$ cat config.mk
export PLATFORM = sky130hd
export DESIGN_NAME = sar_adc_ctrl
export DESIGN_NICKNAME = d
export VERILOG_FILES = /design/src/rtl/sar_adc_ctrl.sv
export SDC_FILE = /design/constraint.sdc
export NUM_CORES = 1
export LEC_CHECK = 0
export ABC_AREA = 1
export CAP_MARGIN = 10
export CORE_MARGIN = 5
export CORE_UTILIZATION = 40
export CTS_CLUSTER_DIAMETER = 200
export DETAILED_ROUTE_END_ITERATION = 16
export DONT_BUFFER_PORTS = 1
export GPL_TIMING_DRIVEN = 0
export MAX_ROUTING_LAYER = met4
export PLACE_DENSITY = 0.57
export SLEW_MARGIN = 20
export SYNTH_ARGS = -nofsm -noshare
export SYNTH_HDL_FRONTEND = slang
export SYNTH_SLANG_ARGS = --single-unit
$ cat constraint.sdc
create_clock -name clk -period 1.7 [get_ports clk]
set_clock_uncertainty 0.1 [all_clocks]
set_input_delay 0.34 -clock clk [delete_from_list [all_inputs] [get_ports clk]]
set_output_delay 0.34 -clock clk [all_outputs]
set_load 0.02 [all_outputs]
$ cat src/rtl/sar_adc_ctrl.sv
// Successive-approximation ADC controller: sample/hold, DAC trial codes, comparator
// strobe, 2-flop synchronized decision capture, MSB-first binary search.
module sar_adc_ctrl #(
  parameter int unsigned WIDTH         = 8,
  parameter int unsigned SAMPLE_CYCLES = 2,
  parameter int unsigned SETTLE_CYCLES = 2
) (
  input  logic             clk,
  input  logic             rst_n,
  input  logic             start,
  input  logic             cmp_in,
  output logic             sample,
  output logic             cmp_latch,
  output logic [WIDTH-1:0] dac_code,
  output logic             busy,
  output logic             done,
  output logic [WIDTH-1:0] result
);

  // WAIT needs a 2-cycle count, so the counter covers at least 0..1
  localparam int unsigned CNT_MAX =
    (SAMPLE_CYCLES > SETTLE_CYCLES) ? ((SAMPLE_CYCLES > 2) ? SAMPLE_CYCLES : 2)
                                    : ((SETTLE_CYCLES > 2) ? SETTLE_CYCLES : 2);
  localparam int unsigned CNT_W = $clog2(CNT_MAX);
  localparam int unsigned IDX_W = $clog2(WIDTH);

  typedef enum logic [2:0] {
    S_IDLE   = 3'd0,
    S_SAMPLE = 3'd1,
    S_SETTLE = 3'd2,
    S_STROBE = 3'd3,
    S_WAIT   = 3'd4,
    S_DONE   = 3'd5
  } state_t;

  state_t           r_state;
  logic [CNT_W-1:0] r_cnt;
  logic [IDX_W-1:0] r_idx;
  logic             r_cmp_s1;
  logic             r_cmp_s2;
  logic             r_sample;
  logic             r_cmp_latch;
  logic [WIDTH-1:0] r_dac_code;
  logic             r_busy;
  logic             r_done;
  logic [WIDTH-1:0] r_result;
  logic [WIDTH-1:0] w_dac_next;

  // Resolve the current bit from the synchronized decision and arm the next one
  always_comb begin
    w_dac_next = r_dac_code;
    if (!r_cmp_s2) w_dac_next[r_idx] = 1'b0;
    if (r_idx != '0) w_dac_next[r_idx - IDX_W'(1)] = 1'b1;
  end

  always_ff @(posedge clk or negedge rst_n) begin
    if (!rst_n) begin
      r_state     <= S_IDLE;
      r_cnt       <= '0;
      r_idx       <= IDX_W'(WIDTH - 1);
      r_cmp_s1    <= 1'b0;
      r_cmp_s2    <= 1'b0;
      r_sample    <= 1'b0;
      r_cmp_latch <= 1'b0;
      r_dac_code  <= '0;
      r_busy      <= 1'b0;
      r_done      <= 1'b0;
      r_result    <= '0;
    end else begin
      r_cmp_s1    <= cmp_in;
      r_cmp_s2    <= r_cmp_s1;
      r_cmp_latch <= 1'b0;
      r_done      <= 1'b0;
      case (r_state)
        S_IDLE: begin
          r_dac_code <= '0;
          if (start) begin
            r_state  <= S_SAMPLE;
            r_sample <= 1'b1;
            r_busy   <= 1'b1;
            r_cnt    <= '0;
          end
        end
        S_SAMPLE: begin
          if (r_cnt == CNT_W'(SAMPLE_CYCLES - 1)) begin
            r_state    <= S_SETTLE;
            r_sample   <= 1'b0;
            r_cnt      <= '0;
            r_idx      <= IDX_W'(WIDTH - 1);
            r_dac_code <= {1'b1, {(WIDTH-1){1'b0}}};
          end else begin
            r_cnt <= r_cnt + CNT_W'(1);
          end
        end
        S_SETTLE: begin
          if (r_cnt == CNT_W'(SETTLE_CYCLES - 1)) begin
            r_state     <= S_STROBE;
            r_cmp_latch <= 1'b1;
            r_cnt       <= '0;
          end else begin
            r_cnt <= r_cnt + CNT_W'(1);
          end
        end
        S_STROBE: begin
          r_state <= S_WAIT;
          r_cnt   <= '0;
        end
        S_WAIT: begin
          if (r_cnt == CNT_W'(1)) begin
            r_dac_code <= w_dac_next;
            r_cnt      <= '0;
            if (r_idx == '0) begin
              r_state  <= S_DONE;
              r_result <= w_dac_next;
              r_done   <= 1'b1;
            end else begin
              r_state <= S_SETTLE;
              r_idx   <= r_idx - IDX_W'(1);
            end
          end else begin
            r_cnt <= r_cnt + CNT_W'(1);
          end
        end
        S_DONE: begin
          r_state    <= S_IDLE;
          r_busy     <= 1'b0;
          r_dac_code <= '0;
        end
        default: begin
          r_state    <= S_IDLE;
          r_sample   <= 1'b0;
          r_busy     <= 1'b0;
          r_dac_code <= '0;
        end
      endcase
    end
  end

  assign sample    = r_sample;
  assign cmp_latch = r_cmp_latch;
  assign dac_code  = r_dac_code;
  assign busy      = r_busy;
  assign done      = r_done;
  assign result    = r_result;

endmodule

==> results.json <==
{
  "synth-main-ff-cell": "dfrtp_1",
  "fin_hold_ws_ns": 0.172,
  "setup_viol": 0,
  "core_sq_um": 3420,
  "hold_path.startpoint": "start",
  "antenna-diode-count": 0,
  "grt_pass1_vias": 1151,
  "numCtsBuffers": 5,
  "first_pass_iters": 5,
  "drive_gt1_share_pct": 18.5,
  "hpwlAfterDp_mm": 2.27,
  "initial_utilization_pct": 42.1,
  "io_buffers": 0,
  "grt_usage_pct": 14.3,
  "drt-total-wl_mm": 3.12,
  "ir_worst_vdd_v": 0.000453,
  "finalWeightedCongestion": 0.928,
  "clkPwrFrac_pct": 16.7,
  "ys_ff_latch": 29,
  "yosysTopAreaCellShare_pct": 45.3,
  "cts_max_path_buffers": 2,
  "cts_tree": "yes",
  "yosysSeqAreaShare_pct": 50.7,
  "cp.arrival_ns": 1.76,
  "worstSkewPairLatency_ns": 0.34,
  "synth_top_area_cell": "dfrtp_1",
  "hold_path_end": "sample$_DFFE_PN0P_",
  "fp.dieH_um": 70.0,
  "powerDensity_nw_per_um2": 1430,
  "cp-start-kind": "flop",
  "dp.cells": 232,
  "worstSetupPathDepth": 9,
  "slew_violations": 0,
  "drc_errors": 0,
  "status": "finished clean",
  "worst_pin_slew_ns": 0.265,
  "pwr-share-seq_pct": 39.9,
  "worstReg2RegStart": "r_idx[0]$_DFFE_PN1P_",
  "grt_max_degree": 30,
  "p_int_mw": 1.31,
  "syn_avg_cell_area_sq_um": 7.73,
  "combPwrFrac_pct": 43.4,
  "h-tree-depth": 2,
  "path_common_cell": "nand2_1",
  "p_leak_nw": 0.933,
  "path_delay_family": "flip-flops",
  "worstSetupEndpointType": "flop",
  "slew_headroom_pct": 82.3,
  "ys_types": 22,
  "syn_inst": 186,
  "finalInstanceArea_sq_um": 1650,
  "p_sw_mw": 1.04,
  "async_reset_ff_share_pct": 100,
  "final_hold_viol_count": 0,
  "setup_ws_ns": 0.107,
  "worstRegToRegCells": 9,
  "num_vias": 1188,
  "synth_edf_count": 0,
  "nFillCells": 353,
  "cts_sinks": 29,
  "slowest_stage": "dfstp_2",
  "finalCritPeriodShare_pct": 93.7,
  "drt_iter0_markers": 47,
  "rsz0062_at_grt": "false",
  "total_power_mw": 2.35,
  "layout_min_cycle_time_ns": 1.59,
  "nets": 206,
  "hold_path_class": "in -> reg",
  "drv_cap": 0,
  "vias_per_cell": 4.83,
  "rows": 21,
  "boundaryPins": 24,
  "final_antenna_net_count": 0,
  "r2r_end": "dac_code[4]$_DFFE_PN0P_",
  "syn2layout_area_growth_pct": 14.5,
  "grt-ovfl-total": 0,
  "path_cells": "inv_2 -> ha_4 -> inv_2 -> nor2_4 -> nor2_2 -> nand3_1 -> nand2_1 -> nand2_1 -> nand2_1",
  "switching_share_pct": 44.2,
  "synth.area.top_cells": "dfrtp_1, nand2_1, nand3_1",
  "fmax_mhz": 628,
  "postPlaceCellArea_sq_um": 1500,
  "crit_path_max_fanout": 4,
  "worstSetupPathType": "reg -> reg",
  "clk_pin_slew_ns": 0.09,
  "ff2ff_setup_slack_ns": 0.11,
  "pre_cts_ws_ns": -0.0576,
  "max_stage_delay_ns": 0.57,
  "crit_buf_inv": 2,
  "die_x_um": 70.0,
  "dieArea_sq_um": 4890,
  "grt_antenna_before_repair": 0,
  "grt_pass1_wl_mm": 5.45,
  "cp.required_ns": 1.87,
  "final_cells": 246,
  "syn_area_sq_um": 1440,
  "yosys_warnings": 0,
  "synth_nets": 193,
  "wire_per_inst_um": 12.7,
  "cts-root-buf": "clkbuf_4",
  "hold_depth": 4
}
-- placed cells by master, fill, tap and decap left out, types with 2 or more instances in the layout --
cell | synthesis | routed
a21oi_1 | 2 | 2
nand2_4 | 1 | 2
inv_2 | 6 | 7
o21ai_0 | 8 | 8
nor2_1 | 10 | 7
nand2_1 | 87 | 85
nor2_2 | 1 | 3
dlygate4sd3_1 | 0 | 2
inv_1 | 11 | 10
dfstp_2 | 3 | 3
dfrtp_1 | 26 | 26
o21ai_1 | 2 | 2
nand3_2 | 2 | 2
buf_4 | 0 | 3
nand2_2 | 1 | 2
clkbuf_4 | 0 | 5
clkinv_2 | 0 | 2
nand3_1 | 16 | 16
-- cell families after synthesis --
group / synth area share, %
and+or+nand+nor: 35.7
DFF: 50.7
buffers and inverters: 5.22
AOI/OAI and AO/OA: 5.74
adders and majority gates: 2.61
-- how the worst max path moves through the flow --
stage                          from                       to
3_5_place_dp   r_idx[0]$_DFFE_PN1P_  dac_code[4]$_DFFE_PN0P_
5_1_grt        r_idx[0]$_DFFE_PN1P_  dac_code[3]$_DFFE_PN0P_
2_1_floorplan  r_idx[1]$_DFFE_PN1P_    result[0]$_DFFE_PN0P_
3_3_place_gp   r_idx[0]$_DFFE_PN1P_  dac_code[4]$_DFFE_PN0P_
6_report       r_idx[0]$_DFFE_PN1P_  dac_code[4]$_DFFE_PN0P_
4_1_cts        r_idx[0]$_DFFE_PN1P_  dac_code[3]$_DFFE_PN0P_
-- registers in the layout, indices dropped and copies added (netlist names) --
signal     count
busy           1
cmp_latch      1
dac_code       8
done           1
r_cmp_s1       1
r_cmp_s2       1
r_cnt          1
r_idx          3
r_state        3
result         8
sample         1
-- metrics by stage --
stage | util [%] | setup TNS [ns]
final | 48.2 | 0
after global routing | 48.2 | 0
after CTS | 46.6 | 0
after detailed placement | 43.8 | -0.310
after global placement | 43.8 | -0.126
after floorplan | - | 0
-- Yosys cell counts (2+ instances only) --
library cell	n
nand3_2	2
nor2_1	10
o21ai_1	2
a21oi_1	2
dfstp_2	3
inv_1	11
dfrtp_1	26
ha_1	3
inv_2	6
nand3_1	16
nand2_1	87
o21ai_0	8
-- worst min-delay path, stage by stage --
cell and delay (ns):
inv_1 0.05, nor3_1 0.06, nand2_1 0.06, nand2_1 0.05
-- layout make-up --
| cell class | instances | area (sq um) | area share (%) |
|---|---|---|---|
| flip-flops and latches | 29 | 729 | 44.3 |
| multi-input cells | 138 | 671 | 40.7 |
| inverters | 18 | 70.1 | 4.26 |
| repair buffers | 6 | 62.6 | 3.80 |
| well taps | 46 | 57.6 | 3.50 |
| clock buffers | 6 | 41.3 | 2.51 |
| clock inverters | 2 | 10.0 | 0.608 |
| plain buffers | 1 | 5.00 | 0.304 |
-- power by group through the flow --
stage               sequential [mW]  clock (mW)  combinational, mW
finish                        0.937       0.391               1.02
floorplan                     0.925           0              0.694
global route                  0.953       0.438               1.17
global placement              0.945           0              0.857
CTS                           0.940       0.401              0.912
detailed placement            0.951           0              0.882
-- repair_timing --
item                                   CTS  global route
endpoints found under the hold margin   30             0
setup endpoints to repair               12            18
hold buffers                             3             0
gates resized for setup                  2             8
buffers inserted                         0             3
pin swaps                                0             1
-- metal layers --
metal | global-route usage [%] | part of all wire, % | up-vias
li1 | - | - | 611
met1 | 18.8 | 46 | 541
met2 | 19.8 | 45 | 30
met3 | 5.88 | 7.1 | 6
met4 | 5.11 | 1.9 | 0
met5 | - | 0 | -
(Power assumes the default switching activity.)
